### src/rtl/serial_add_ctrl.sv
// Bit-serial adder controller: one shared full-adder cell walks a WIDTH-bit
// operand pair LSB first and reports sum, carry-out and signed overflow.
module serial_add_ctrl #(
   parameter  int WIDTH = 8,
   localparam int CNT_W = $clog2(WIDTH) + 1
) (
   input  logic             clk,
   input  logic             rst_n,
   input  logic             start,
   input  logic [WIDTH-1:0] a,
   input  logic [WIDTH-1:0] b,
   input  logic             ci,
   output logic [WIDTH-1:0] s,
   output logic             co,
   output logic             ovf,
   output logic             busy,
   output logic             done
);

   typedef enum logic [1:0] {
      IDLE = 2'd0,
      RUN  = 2'd1,
      DONE = 2'd2
   } state_t;

   localparam logic [CNT_W-1:0] LAST = CNT_W'(WIDTH - 1);

   state_t           state_q, state_d;
   logic [WIDTH-1:0] a_sh_q, a_sh_d;
   logic [WIDTH-1:0] b_sh_q, b_sh_d;
   logic [WIDTH-1:0] sum_sh_q, sum_sh_d;
   logic             carry_q, carry_d;
   logic [CNT_W-1:0] cnt_q, cnt_d;
   logic [WIDTH-1:0] s_q, s_d;
   logic             co_q, co_d;
   logic             ovf_q, ovf_d;
   logic             busy_q, busy_d;
   logic             done_q, done_d;

   logic             fa_s, fa_co;
   logic [WIDTH-1:0] sum_shift;

   assign fa_s  = a_sh_q[0] ^ b_sh_q[0] ^ carry_q;
   assign fa_co = (a_sh_q[0] & b_sh_q[0]) | (carry_q & (a_sh_q[0] ^ b_sh_q[0]));

   // New sum bit enters at the MSB; the widened shift also covers WIDTH=1.
   assign sum_shift = WIDTH'({fa_s, sum_sh_q} >> 1);

   always_comb begin
      state_d  = state_q;
      a_sh_d   = a_sh_q;
      b_sh_d   = b_sh_q;
      sum_sh_d = sum_sh_q;
      carry_d  = carry_q;
      cnt_d    = cnt_q;
      s_d      = s_q;
      co_d     = co_q;
      ovf_d    = ovf_q;
      case (state_q)
         IDLE: begin
            if (start) begin
               a_sh_d   = a;
               b_sh_d   = b;
               carry_d  = ci;
               cnt_d    = '0;
               sum_sh_d = '0;
               state_d  = RUN;
            end
         end
         RUN: begin
            sum_sh_d = sum_shift;
            a_sh_d   = a_sh_q >> 1;
            b_sh_d   = b_sh_q >> 1;
            carry_d  = fa_co;
            cnt_d    = cnt_q + CNT_W'(1);
            // carry_q here is the carry into the MSB, giving signed overflow.
            if (cnt_q == LAST) begin
               s_d     = sum_shift;
               co_d    = fa_co;
               ovf_d   = carry_q ^ fa_co;
               state_d = DONE;
            end
         end
         DONE:    state_d = IDLE;
         default: state_d = IDLE;
      endcase
      busy_d = (state_d == RUN);
      done_d = (state_d == DONE);
   end

   always_ff @(posedge clk or negedge rst_n) begin
      if (!rst_n) begin
         state_q  <= IDLE;
         a_sh_q   <= '0;
         b_sh_q   <= '0;
         sum_sh_q <= '0;
         carry_q  <= 1'b0;
         cnt_q    <= '0;
         s_q      <= '0;
         co_q     <= 1'b0;
         ovf_q    <= 1'b0;
         busy_q   <= 1'b0;
         done_q   <= 1'b0;
      end else begin
         state_q  <= state_d;
         a_sh_q   <= a_sh_d;
         b_sh_q   <= b_sh_d;
         sum_sh_q <= sum_sh_d;
         carry_q  <= carry_d;
         cnt_q    <= cnt_d;
         s_q      <= s_d;
         co_q     <= co_d;
         ovf_q    <= ovf_d;
         busy_q   <= busy_d;
         done_q   <= done_d;
      end
   end

   assign s    = s_q;
   assign co   = co_q;
   assign ovf  = ovf_q;
   assign busy = busy_q;
   assign done = done_q;

endmodule

### config.mk
export PLATFORM = sky130hd
export DESIGN_NAME = serial_add_ctrl
export DESIGN_NICKNAME = d
export VERILOG_FILES = /design/src/rtl/serial_add_ctrl.sv
export SDC_FILE = /design/constraint.sdc
export NUM_CORES = 1
export LEC_CHECK = 0
export CAP_MARGIN = 10
export CORE_MARGIN = 1.5
export CORE_UTILIZATION = 45
export CTS_CLUSTER_SIZE = 16
export DETAILED_ROUTE_END_ITERATION = 16
export PLACE_DENSITY = 0.8
export SLEW_MARGIN = 0
export SYNTH_ARGS = -nofsm -noshare
export SYNTH_HDL_FRONTEND = slang
export SYNTH_SLANG_ARGS = --single-unit
export TNS_END_PERCENT = 5
### constraint.sdc
create_clock -name clk -period 2.09 [get_ports clk]
set_input_delay 0.209 -clock clk [delete_from_list [all_inputs] [get_ports clk]]
set_output_delay 0.209 -clock clk [all_outputs]
set_load 0.02 [all_outputs]
* Word level (Yosys, flattened, before mapping) *
Index checks and enable logic that the tools add are counted.

storage, ports and cells
  memories = 0
  bits in writable memories = 0
  logic and storage cells = 40
  bits of input ports = 20
  bits in registers = 43
  memory bits (read-only) = 0
  bits in latches = 0
  output and inout port bits = 12

cells by class
  divide/modulo/power cells = 0
  order comparisons = 0
  muxes and demuxes = 13
  bitwise logic cells = 6
  add/sub/neg operators = 1
  multipliers = 0
  reductions and logical operators = 4
  shifts and indexed selects = 0
  equality and inequality tests = 5

operators with widths
  operator               count
  $pmux W8 S2            3
  $mux W8                3
  $pmux W4 S2            1
  $add A4 B1 Y4 const B  1
  $eq A2 B1 Y1 const B   2
  $eq A4 B3 Y1 const B   1
  $mux W2                2
  $mux W4                1
  $pmux W2 S2            1
  $reduce_and A2 Y1      2
  $xor A1 B1 Y1          3
  $and A1 B1 Y1          2
  $eq A2 B2 Y1 const B   1
  $logic_not A2 Y1       1
  $ne A2 B2 Y1 const B   1
  $pmux W1 S2            1
  $reduce_bool A2 Y1     1
  $mux W1                1
  $or A1 B1 Y1           1

* Longest topological paths before layout *
Gate-level depths: netlist of run 1.

  depth in word-level cells = 4
  gate-level depth with buffers = 5
  mapped depth without buffers = 4

* Worst setup path after synthesis of run 1 *
Ideal clock, no wire load.

  kind = register -> register
  from = register cnt_q[0]
  to = register ovf_q, in the netlist ovf
  buffers on the path = 1
  clock period less this slack = 1.446 ns
  arrival = 1.321 ns
  required time = 1.965 ns
  library setup time = 0.125 ns
  path slack = 0.644 ns
  cell stages (with the launch flop) = 6
  cells stage by stage = dfrtp_1 > ha_1 > nand2_1 > nor3_2 > buf_6 > mux2_2

between the ends
  word-level cells in the longest chain between the ends = 2

RTL lines
  item                                RTL line  RTL
  start: declaration                  33        logic [CNT_W-1:0] cnt_q, cnt_d;
  start signal: assignment            110       cnt_q <= cnt_d;
  $eq A4 B3 Y1                        77        if (cnt_q == LAST) begin
  $reduce_and A2 Y1 (no source line)  -
  end signal: assignment              113       ovf_q <= ovf_d;
  end: declaration                    36        logic ovf_q, ovf_d;

No other way between the ends.
A chain may end at the register's enable or synchronous reset.

* Worst setup path in the final report of run 1 *
  from = register cnt_q[0]
  to = register s_q[2], in the netlist s[2]

between the ends
  word-level cells in the longest chain between the ends = 2

RTL lines
  item                                RTL line  RTL
  $eq A4 B3 Y1                        77
  $reduce_and A2 Y1 (no source line)  -
  end signal: assignment              99        s_q <= '0;
  end signal: assignment              111       s_q <= s_d;
  end: declaration                    34        logic [WIDTH-1:0] s_q, s_d;

No other way between the ends.

==> results.toml, run 1 <==
[global_routing]
gr-total-overflow = 0
antenna_found_initial = 0
grt_max_degree = 43
groute.usage.overall = 0.1844
grt_pass1_wl_mm = 6.196
grt_pass1_vias = 1361

[power]
power_frac_seq = 0.434
p_comb_frac = 0.403
swShare = 0.3595
vdd_ir_drop_max_uv = 666.9
pwr-share-clk = 0.164
leakage_uw = 0.0009942
cell_internal_pwr_uw = 2033
p_per_area_nw_per_um2 = 1361
p_switching_uw = 1141

[logic_synthesis]
ys_types = 28
yosysTopAreaCellShare = 0.5619
syn_area_per_cell_um2 = 11.34
synth_edf_count = 0
yosys.area.top_type = "dfrtp_1"
netlist_instances = 165
synth_seq_area_share = 0.5619
yosys-top-cells-area = "dfrtp_1, a22oi_1, nor2b_1"
synth_flop_cell = "dfrtp_1"
synth_common_cells = "dfrtp_1, a21oi_1, nor2b_1"
synth_area_um2 = 1871
yosysWarnings = 0
synth.most_common_cell = "dfrtp_1"
synthArstFlopShare = 1.000
synthesis.nets = 187
synth_seq_cells = 42

[place]
dp_hpwl_mm = 2.420
routabilityCongestion = 0.7235
portBuffers = 31

[outcome]
status = "completed"

[sta]
finalCriticalPeriod_ps = 1535
rsz0062_at_grt = "false"
worst_slew_margin_rel = 0.6563
clock_skew_ps = 6.955
worstMarginPinSlew_ps = 515.5
finalSetupViolCount = 0
finalHoldViolCount = 0
post-route-period-util = 0.7344
slew_viol_final = 0
holdWs_ps = 504.8
fin_setup_tns_ps = 0
max_freq_mhz = 651.6

[job]
maxCapViolations = 0

[clock_network]
clockBufferDepth = 2
htreeDepth = 2
cts_buffers = 5
clk_latency_ps = 290
cts_tree = "done"
clk_pin_slew_ps = 70
numClockSinks = 42
cts_setup_buffers = 0
cts_root_buf = "clkbuf_8"

[detailed_routing]
wl_mm = 3.634
vias = 1366
drc = 0
avgRoutedWirePerCell_um = 14.42
first_pass_iters = 4
ant_nets = 0
viasPerCell = 5.421
drtIter0Drc = 81

[critical_path]
end_kind = "flop"
crit_chain = "ha_1 -> nand2_1 -> nor3_2 -> buf_4 -> mux2_2"
slowest_delay_ps = 380
crit_path_top_delay_cell = "dfrtp_1"
path_class = "flop to flop"
critPathLaunchType = "flop"
worstPathBufferInverterCount = 1
worstPathRequired_ps = 2260
worstPathArrival_ps = 1710
critPathTopFamily = "flip-flops"
crit_fanout = 11

[die]
die_area_um2 = 4552
initial_core_util = 0.4676
dieWidth_um = 67.47
fp.dieH_um = 67.47
coreArea_um2 = 4000
pin_count = 32
rows = 23

[final_layout]
drive_gt1_frac = 0.1287
diodes = 0
layout-area-overhead-vs-synth_pct = 24.62
nNetsFinal = 223

[worst_hold_path]
hold_path_class = "flop to flop"
[power by group through the flow]
stage	Clock, uW	Combinational (uW)	Sequential (uW)
after floorplan	0	801	1420
after global placement	0	1250	1380
after detailed placement	0	1290	1390
after CTS	536	1290	1380
after global routing	576	1410	1420
final	519	1280	1380
[through the flow]
step                      std cells  instance area, um^2  total power [uW]    util  worst slack [ps]
after floorplan                 165                 1871              2221       -             644.5
after global placement          243                 2230              2622  0.5574             583.5
after detailed placement        243                 2230              2673  0.5574             544.9
after CTS                       252                 2331              3203  0.5827             537.7
after global routing            252                 2331              3403  0.5827             437.1
final                           252                 2331              3173  0.5827             555.2
[worst paths after layout]
kind | slack [ps] | cells after the start | from | endpoint
setup / recovery | 560 | 5 | cnt_q[0]$_DFFE_PN0P_ | s[2]$_DFFE_PN0P_
hold / removal | 500 | 1 | s[0]$_DFFE_PN0P_ | s[0]$_DFFE_PN0P_
setup reg to reg | 560 | 5 | cnt_q[0]$_DFFE_PN0P_ | s[2]$_DFFE_PN0P_
hold reg to reg | 500 | 1 | s[0]$_DFFE_PN0P_ | s[0]$_DFFE_PN0P_
max in group asynchronous | 1180 | 3 | rst_n | s[0]$_DFFE_PN0P_
min in group asynchronous | 550 | 3 | rst_n | s[5]$_DFFE_PN0P_
[registers in the layout, indices dropped and copies added, names as in the netlist]
| register | flops |
|---|---|
| a_sh_q | 8 |
| b_sh_q | 8 |
| s | 8 |
| sum_sh_q | 7 |
| cnt_q | 4 |
| state_q | 2 |
| busy | 1 |
| carry_q | 1 |
| co | 1 |
| done | 1 |
| ovf | 1 |
[kinds of logic (layout without fill, tap and decap cells)]
kind of cell / after synthesis / after routing / synth area share
compound gates: 62 / 62 / 0.2100
flops: 42 / 42 / 0.5619
simple gates: 31 / 31 / 0.09498
buf+inv: 16 / 53 / 0.04682
mux: 11 / 11 / 0.06422
fa+ha+maj: 2 / 2 / 0.01739
xor+xnor: 1 / 1 / 0.004683
[layout make-up]
class / instances / area, um^2
multi-input cells: 107 / 732.0
well taps: 50 / 62.56
clock inverters: 1 / 5.005
inverters: 5 / 18.77
fillers: 330 / 1669
repair buffers: 40 / 375.4
flip-flops and latches: 42 / 1051
clock buffers: 7 / 86.33
[cell usage in the layout (no fill, tap or decap), types with 3 or more instances in the layout]
cell,instances
a22oi_1,14
a2bb2oi_1,4
nor2b_1,16
a21oi_1,16
a22o_1,8
nand2_1,6
inv_1,5
mux2_2,8
mux2i_1,3
clkdlybuf4s50_1,30
buf_4,8
o21ai_1,10
nand3_1,3
dfrtp_1,42
o21ai_0,9
clkbuf_8,6
[routing by layer]
layer	routed length, um	global-route usage
met3	100	0.03500
met5	0	0
met1	1679	0.2431
met2	1797	0.2941
met4	57	0.08673
[repair_timing]
action,in CTS,in global routing
endpoints found under the hold margin,42,0
hold buffers,1,0
resized for setup,0,0
(Power assumes the default switching activity.)
==> run 2: changes to the inputs <==
==> constraint.sdc (replaced) <==
create_clock -name clk -period 1.5 [get_ports clk]
set_input_delay 0.15 -clock clk [delete_from_list [all_inputs] [get_ports clk]]
set_output_delay 0.15 -clock clk [all_outputs]
set_load 0.02 [all_outputs]
==> results.toml, run 2 (synthesized netlist as in run 1, its figures left out) <==
[power]
p_per_area_nw_per_um2 = 1960
p_comb_frac = 0.413
swShare = 0.3490
power_frac_seq = 0.400
leakage_uw = 0.001054
p_switching_uw = 1675
cell_internal_pwr_uw = 3125
vdd_ir_drop_max_uv = 1246
pwr-share-clk = 0.187

[clock_network]
numClockSinks = 42
clk_latency_ps = 300
clockBufferDepth = 2
cts_root_buf = "clkbuf_8"
cts_tree = "done"
htreeDepth = 2
clk_pin_slew_ps = 70
cts_buffers = 5

[worst_hold_path]
hold_path_class = "input pin to asynchronous set/reset pin"

[global_routing]
grt_max_degree = 23
groute.usage.overall = 0.1978
gr-total-overflow = 0
antenna_found_initial = 0
grt_pass1_vias = 1404
grt_pass1_wl_mm = 6.679

[detailed_routing]
drc = 0
drtIter0Drc = 147
first_pass_iters = 4
ant_nets = 0
avgRoutedWirePerCell_um = 14.89
wl_mm = 3.857
vias = 1419
viasPerCell = 5.479

[sta]
worstMarginPinSlew_ps = 520.2
slew_viol_final = 0
finalSetupViolCount = 0
fin_setup_tns_ps = 0
worst_slew_margin_rel = 0.6532
post-route-period-util = 0.9672
finalCriticalPeriod_ps = 1451
finalHoldViolCount = 0
rsz0062_at_grt = "false"
clock_skew_ps = 8.529
timing.final.ws_setup_ps = 49.27
max_freq_mhz = 689.3

[final_layout]
multi_input_area_um2 = 750.7
nNetsFinal = 231
fillers = 330
mostFrequentLayoutCells = "dfrtp_1, clkdlybuf4s50_1, a21oi_1"
diodes = 0
fin_util = 0.6121
drive_gt1_frac = 0.1818
fin_cells = 259
layout-area-overhead-vs-synth_pct = 30.90
register_area_um2 = 1052
final_common_cell = "dfrtp_1"

[critical_path]
critPathLaunchType = "flop"
slowest_delay_ps = 630
path_class = "flop to output port"
end_kind = "output port"
worstPathRequired_ps = 1350
critPathTopFamily = "buffers and inverters"
crit_fanout = 2
crit_chain = "clkdlybuf4s50_1"
worstPathBufferInverterCount = 1
worstPathArrival_ps = 1300
crit_path_top_delay_cell = "clkdlybuf4s50_1"

[place]
dp.cells = 250
routabilityCongestion = 0.7722
portBuffers = 31
dp_hpwl_mm = 2.620
pre_cts_ws_ps = 25.54

[job]
maxCapViolations = 0

[die]
fp.dieH_um = 67.47
rows = 23
coreArea_um2 = 4000
initial_core_util = 0.4676
dieWidth_um = 67.47
pin_count = 32
die_area_um2 = 4552

[outcome]
status = "completed"
==> run 2: area by class of cell <==
type	instances	area share
well taps	50	0.02555
clock inverters	1	0.01226
clock buffers	6	0.03373
flip-flops and latches	42	0.4297
multi-input cells	107	0.3066
inverters	5	0.007665
repair buffers	48	0.1845
==> run 2: worst paths after layout <==
kind                                 startpoint               endpoint  slack, ps  cells past startpoint
max                            s[3]$_DFFE_PN0P_                   s[3]         50                      1
min                                       rst_n       s[4]$_DFFE_PN0P_        360                      2
max reg2reg                cnt_q[1]$_DFFE_PN0P_       s[0]$_DFFE_PN0P_         90                      5
min reg2reg                    s[0]$_DFFE_PN0P_       s[0]$_DFFE_PN0P_        510                      1
max in group asynchronous                 rst_n   state_q[1]$_DFF_PN0_        640                      3
min in group clk                           b[4]  b_sh_q[4]$_DFFE_PN0P_        470                      3
==> run 2: power groups by stage <==
stage	Clock (uW)	Sequential [uW]	Combinational, uW
floorplan	0	1980	1120
global placement	0	1900	1880
detailed placement	0	1900	1930
CTS	924	1900	1930
global route	974	1970	2190
finish	899	1920	1980
==> run 2: metrics by stage <==
stage	hold slack, ps	power (uW)	instance area (um^2)
finish	359.1	4800	2449
detailed placement	151.5	3835	2295
CTS	372.3	4754	2417
global route	396.4	5140	2449
floorplan	-145.6	3094	1871
global placement	153.3	3775	2295
==> run 2: metal layers <==
layer	GRT usage	part of all wire	vias up
met5	0	0	-
met4	0.07653	0.015	0
met3	0.05000	0.059	6
met2	0.2892	0.47	48
met1	0.2821	0.46	688
li1	-	-	677
==> run 2: timing repair <==
| action | in CTS | in global routing |
|---|---|---|
| resized for setup | 0 | 9 |
| endpoints found under the setup margin | 0 | 17 |
| hold buffers | 1 | 0 |
| buffers inserted | 0 | 0 |
| endpoints found under the hold margin | 20 | 0 |
==> run 3: changes to the inputs <==
--- a/config.mk
+++ b/config.mk
@@ -15,4 +15,4 @@
 export SYNTH_ARGS = -nofsm -noshare
 export SYNTH_HDL_FRONTEND = slang
 export SYNTH_SLANG_ARGS = --single-unit
-export TNS_END_PERCENT = 5
+export TNS_END_PERCENT = 1
==> results of run 3 <==
The final DEF is identical to that of run 2; final timing and power are the same.
